## config.mk

```make
export PLATFORM = sky130hd
export DESIGN_NAME = motion_profile_calc
export DESIGN_NICKNAME = d
export VERILOG_FILES = /design/src/rtl/motion_profile_calc.sv
export SDC_FILE = /design/constraint.sdc
export NUM_CORES = 2
export LEC_CHECK = 0
export BUFFER_PORTS_ARGS = -buffer_cell sky130_fd_sc_hd__buf_2
export CORE_MARGIN = 2
export CORE_UTILIZATION = 50
export DETAILED_ROUTE_END_ITERATION = 7
export GPL_TIMING_DRIVEN = 0
export PLACE_DENSITY_LB_ADDON = 0.08
export RECOVER_POWER = 50
export SYNTH_ARGS = -nofsm -noshare
export SYNTH_HDL_FRONTEND = slang
export SYNTH_SLANG_ARGS = --single-unit
```

## constraint.sdc

```tcl
create_clock -name clk -period 17.3 [get_ports clk]
set_clock_uncertainty 0.05 [all_clocks]
set_input_delay 1.73 -clock clk [delete_from_list [all_inputs] [get_ports clk]]
set_output_delay 1.73 -clock clk [all_outputs]
set_load 0.1 [all_outputs]
```

## src/rtl/motion_profile_calc.sv

```systemverilog
// Single-axis stepper motion profile calculator: classifies a move request, then runs a
// shared restoring divider and shift-add multiplier to derive accel/cruise timing.
module motion_profile_calc #(
  parameter int W = 32
) (
  input  logic         clk,
  input  logic         reset_n,
  input  logic         start,
  input  logic         const_speed,
  input  logic [W-1:0] steps,
  input  logic [W-1:0] max_acc_steps,
  input  logic [W-1:0] start_period,
  input  logic [W-1:0] min_period,
  input  logic [W-1:0] const_period,
  output logic         busy,
  output logic         done,
  output logic         err,
  output logic [W-1:0] accel_steps,
  output logic [W-1:0] first_period,
  output logic [W-1:0] cruise_period,
  output logic [W-1:0] per_step
);

  localparam int CW = (W > 1) ? $clog2(W) : 1;

  typedef enum logic [2:0] {
    S_IDLE, S_CLASSIFY, S_DIV, S_MUL, S_FIX, S_DONE
  } state_t;

  state_t          r_state;
  logic            r_busy, r_done, r_err;
  logic [W-1:0]    r_accel, r_first, r_cruise, r_per;
  logic [W-1:0]    r_steps, r_max, r_sp, r_mp, r_cp;
  logic            r_cs, r_trap;
  logic [CW-1:0]   r_cnt;
  logic [W-1:0]    r_rem, r_quo;
  logic [2*W-1:0]  r_mcand, r_prod;
  logic [W-1:0]    r_mplier;
  logic [W-1:0]    r_w_accel, r_w_first, r_w_cruise, r_w_per;

  // Divider step: the dividend shifts out of r_quo's top while quotient bits enter below.
  logic [W:0]      w_trial, w_diff;
  logic            w_ge;
  logic [W-1:0]    w_rem_next, w_quo_next;
  logic [2*W-1:0]  w_prod_next;
  logic [W-1:0]    w_span, w_half, w_tri_accel, w_cruise_tri, w_p_low;
  logic            w_trap, w_err_cond;

  assign w_trial     = {r_rem, r_quo[W-1]};
  assign w_diff      = w_trial - {1'b0, r_max};
  assign w_ge        = (w_trial >= {1'b0, r_max});
  assign w_rem_next  = w_ge ? w_diff[W-1:0] : w_trial[W-1:0];
  assign w_quo_next  = {r_quo[W-2:0], w_ge};

  assign w_prod_next = r_prod + (r_mplier[0] ? r_mcand : '0);
  assign w_p_low     = w_prod_next[W-1:0];

  assign w_span      = r_sp - r_mp;
  assign w_half      = r_steps >> 1;
  assign w_tri_accel = (w_half == '0) ? {{(W-1){1'b0}}, 1'b1} : w_half;
  assign w_cruise_tri = (w_prod_next > {{W{1'b0}}, w_span}) ? r_mp : (r_sp - w_p_low);

  // Widened compare so 2*max_acc_steps+2 cannot wrap.
  assign w_trap     = ({2'b00, r_steps} >= (({2'b00, r_max}) << 1) + (W+2)'(2));
  assign w_err_cond = (r_max == '0) || (r_sp < r_mp);

  // NOTE: sequential state uses non-blocking assignments only; the synchronous reset
  // clears every register, including datapath, so an aborted move leaves no residue.
  always_ff @(posedge clk) begin
    if (!reset_n) begin
      r_state    <= S_IDLE;
      r_busy     <= 1'b0;
      r_done     <= 1'b0;
      r_err      <= 1'b0;
      r_accel    <= '0;
      r_first    <= '0;
      r_cruise   <= '0;
      r_per      <= '0;
      r_steps    <= '0;
      r_max      <= '0;
      r_sp       <= '0;
      r_mp       <= '0;
      r_cp       <= '0;
      r_cs       <= 1'b0;
      r_trap     <= 1'b0;
      r_cnt      <= '0;
      r_rem      <= '0;
      r_quo      <= '0;
      r_mcand    <= '0;
      r_prod     <= '0;
      r_mplier   <= '0;
      r_w_accel  <= '0;
      r_w_first  <= '0;
      r_w_cruise <= '0;
      r_w_per    <= '0;
    end else begin
      r_done <= 1'b0;
      case (r_state)
        S_IDLE: begin
          if (start) begin
            r_steps <= steps;
            r_max   <= max_acc_steps;
            r_sp    <= start_period;
            r_mp    <= min_period;
            r_cp    <= const_period;
            r_cs    <= const_speed;
            r_err   <= 1'b0;
            r_busy  <= 1'b1;
            r_state <= S_CLASSIFY;
          end
        end

        S_CLASSIFY: begin
          if (r_steps == '0) begin
            r_accel  <= '0;
            r_first  <= '0;
            r_cruise <= '0;
            r_per    <= '0;
            r_done   <= 1'b1;
            r_state  <= S_DONE;
          end else if (r_cs) begin
            r_accel  <= '0;
            r_first  <= r_cp;
            r_cruise <= r_cp;
            r_per    <= '0;
            r_done   <= 1'b1;
            r_state  <= S_DONE;
          end else if (w_err_cond) begin
            r_accel  <= '0;
            r_first  <= r_sp;
            r_cruise <= r_sp;
            r_per    <= '0;
            r_err    <= 1'b1;
            r_done   <= 1'b1;
            r_state  <= S_DONE;
          end else begin
            r_rem   <= '0;
            r_quo   <= w_span;
            r_cnt   <= '0;
            r_trap  <= w_trap;
            r_state <= S_DIV;
          end
        end

        S_DIV: begin
          r_rem <= w_rem_next;
          r_quo <= w_quo_next;
          r_cnt <= r_cnt + 1'b1;
          if (r_cnt == CW'(W-1)) begin
            r_w_first <= r_sp;
            r_w_per   <= w_quo_next;
            if (r_trap) begin
              r_w_accel  <= r_max;
              r_w_cruise <= r_mp;
              r_state    <= S_FIX;
            end else begin
              r_w_accel <= w_tri_accel;
              r_mcand   <= {{W{1'b0}}, w_quo_next};
              r_mplier  <= w_tri_accel;
              r_prod    <= '0;
              r_cnt     <= '0;
              r_state   <= S_MUL;
            end
          end
        end

        S_MUL: begin
          r_prod   <= w_prod_next;
          r_mcand  <= r_mcand << 1;
          r_mplier <= r_mplier >> 1;
          r_cnt    <= r_cnt + 1'b1;
          if (r_cnt == CW'(W-1)) begin
            r_w_cruise <= w_cruise_tri;
            r_state    <= S_FIX;
          end
        end

        S_FIX: begin
          r_accel  <= r_w_accel;
          r_first  <= r_w_first;
          r_cruise <= r_w_cruise;
          // A zero decrement would never reach cruise; force at least one tick per step.
          r_per    <= ((r_w_per == '0) && (r_w_first != r_w_cruise)) ?
                      {{(W-1){1'b0}}, 1'b1} : r_w_per;
          r_done   <= 1'b1;
          r_state  <= S_DONE;
        end

        S_DONE: begin
          r_busy  <= 1'b0;
          r_state <= S_IDLE;
        end

        default: begin
          r_busy  <= 1'b0;
          r_state <= S_IDLE;
        end
      endcase
    end
  end

  assign busy          = r_busy;
  assign done          = r_done;
  assign err           = r_err;
  assign accel_steps   = r_accel;
  assign first_period  = r_first;
  assign cruise_period = r_cruise;
  assign per_step      = r_per;

endmodule

```

==> metrics.yaml <==
outcome:
  status: "finished, final reports clean"
detailed_routing:
  via_per_inst: 6.05
  drc: 0
  ant_nets: 0
  totalWireLength_mm: 138
  wl_per_cell_um: 22.8
  detail_route.iter0.violations: 3296
  routed-via-count: 36614
  first_pass_iters: 6
die:
  start_util: 0.506
  die_w_um: 279
  die_y_um: 279
  die_area_um2: 77800
  fp.coreArea_um2: 74700
  num_rows: 100
  io_pins: 295
critical_path:
  crit_chain: "clkbuf_1 -> clkbuf_1 -> and2_0 -> ha_1 -> fa_1 -> a211oi_1 -> o21ai_0 -> nand2_1 -> a2111oi_0 -> o21ai_0 -> nand2_1 -> xor2_1 -> ha_1 -> nand4_1 -> nor3_1 -> a221oi_1 -> o21ai_0 -> nor2_1 -> o221a_2 -> a21boi_0 -> nor4b_2 -> nand2_1 -> buf_2 -> a311oi_1"
  crit_path_max_fanout: 10
  cp_slowest_cell: "nor4b_2"
  critPathArrivalTime_ns: 9.83
  required_ns: 17.79
  cp-end-kind: "flop"
  crit_type: "flop to flop"
  max_stage_delay_ns: 1.28
  cp-start-kind: "flop"
hold_path:
  hold_class: "flop to flop"
flow_run:
  maxCapViolCount: 0
clocking:
  htree_levels: 3
  cts.sinks: 652
  post_cts_buffers: 0
  cts_root_buf: "clkbuf_16"
  worstSkewPairLatency_ns: 0.65
  numCtsBuffers: 74
  hold_buffers: 0
  cts_tree: "done"
  clock_path_buffers: 3
  path_clk_slew_ns: 0.07
  cts_resized: 0
global_routing:
  grt_pass1_wl_mm: 207
  use_met3: 0.0467
  grt.total_usage: 0.344
  grt.busiest_layer: "met2"
  grt_pass1_vias: 34562
  met2_usage: 0.562
  grt_max_degree: 15
  overflow: 0
  antenna_found_initial: 2
  grtUsageMet1: 0.454
synthesis:
  seq_area_frac_synth: 0.345
  synth_area_leaders: "dfxtp_1 35%, nand2_1 9.0%, a21boi_0 8.0%"
  yosysTopAreaCell: "dfxtp_1"
  ys_types: 84
  yosys_warnings: 0
  synth-edff-count: 0
  ys.flop_type: "dfxtp_1"
  synth_cells: 4656
  syn_area_um2: 37800
  synth-async-reset-ratio: 0
  ys_ff_latch: 652
  avgSynthCellArea_um2: 8.12
  synth_fp_nets: 5047
  netlist.area_leader.share: 0.345
final_layout:
  drive_gt1_frac: 0.0647
  top_regs: "r_mcand (64), r_prod (64)"
  area_delta_synth_final_pct: 13.6
  utilization: 0.575
  n_antenna_cell: 0
  final_area_um2: 43000
  layout_common_cells: "902 x nand2_1, 652 x dfxtp_1, 433 x clkbuf_1"
  n_fill_cell: 7241
  final_nets: 5418
  layout_commonest_cell: "nand2_1"
timing:
  fin_crit_ns: 9.34
  report.final.slew_viol_count: 0
  fin_tns_setup_ns: 0
  tightest_slew_ns: 1.41
  fin_ws_ns: 7.96
  maxSlewHeadroom: 0.0572
  rsz0062_at_grt: "false"
  fmax_ghz: 0.107
  fin_crit_sh: 0.540
  finalHoldViolations: 0
  setup_violations: 0
place:
  place_area_um2: 40500
  io_buffers: 294
  globalplace.congestion: 0.974
  hpwl_mm: 109
  dp_slack_ns: 8.56
pwr:
  p_per_area_nw_per_um2: 136
  p_leak_nw: 17.2
  vdd_drop_max_uv: 114
  fin_total_pwr_mw: 5.85
path summary, 6_finish.rpt:
kind | start | end | slack [ns] | cells after the start
max | r_mplier[0]$_SDFFE_PN0P_ | r_w_cruise[16]$_SDFFE_PN0P_ | 7.96 | 24
min reg2reg | r_cp[8]$_SDFFE_PN0P_ | r_cp[8]$_SDFFE_PN0P_ | 0.42 | 2
max reg2reg | r_mplier[0]$_SDFFE_PN0P_ | r_w_cruise[16]$_SDFFE_PN0P_ | 7.96 | 24
min | r_cp[8]$_SDFFE_PN0P_ | r_cp[8]$_SDFFE_PN0P_ | 0.42 | 2
cells in the mapped netlist, types with 50 or more instances:
cell type    n
nand2_1    902
dfxtp_1    652
a21boi_0   405
clkbuf_1   286
ha_1       223
nand3_1    206
o21ai_0    187
a21oi_1    162
nor2_1     159
inv_1      132
a21o_1      98
xnor2_1     95
xor2_1      92
mux2i_1     91
and2_1      84
a221o_1     67
nand4_1     61
nor4_1      59
o211a_1     59
nor3_1      52
a22oi_1     50
area by class of cell:
type	instances	area, µm²	share of cell area
Clock inverter	36	537	0.0125
Inverter	132	495	0.0115
Multi-Input combinational cell	3565	23100	0.538
Tap cell	969	1210	0.0282
Clock buffer	99	2080	0.0483
Buffer	307	1160	0.0270
Sequential cell	652	13100	0.304
Timing Repair Buffer	295	1310	0.0306
report_power, final:
| part | total (mW) | internal (mW) | switching, mW |
|---|---|---|---|
| clock network | 1.69 | 0.979 | 0.709 |
| logic | 2.29 | 0.785 | 1.51 |
| registers | 1.87 | 1.65 | 0.224 |
metrics by stage:
| stage | hold WS [ns] | cells |
|---|---|---|
| floorplan | 0.389 | 4656 |
| global placement | 0.402 | 5919 |
| detailed placement | 0.406 | 5920 |
| CTS | 0.415 | 6055 |
| global route | 0.430 | 6055 |
| finish | 0.416 | 6055 |
routing by layer:
layer | vias up | wire length, µm
li1 | 17416 | -
met1 | 17519 | 59400
met2 | 1389 | 62500
met3 | 286 | 9810
met4 | 4 | 6240
met5 | - | 26
kinds of logic after synthesis:
group,Yosys count,synth area share
muxes,93,0.0247
buffers and inverters,439,0.0438
and+or+nand+nor,1718,0.209
AOI/OAI and AO/OA,1339,0.258
DFF,652,0.345
xor gates and xnor gates,187,0.0433
adders and majority gates,228,0.0762
worst max-delay path, delay by kind of cell (launching register included):
kind / cells / cell delay (ns)
AOI/OAI and AO/OA: 9 / 3.36
xor gates and xnor gates: 1 / 0.53
adders and majority gates: 3 / 0.86
buffers and inverters: 3 / 1.42
DFF: 1 / 0.33
and+or+nand+nor: 8 / 2.68
Note: power is estimated with default switching activity, not from simulation.
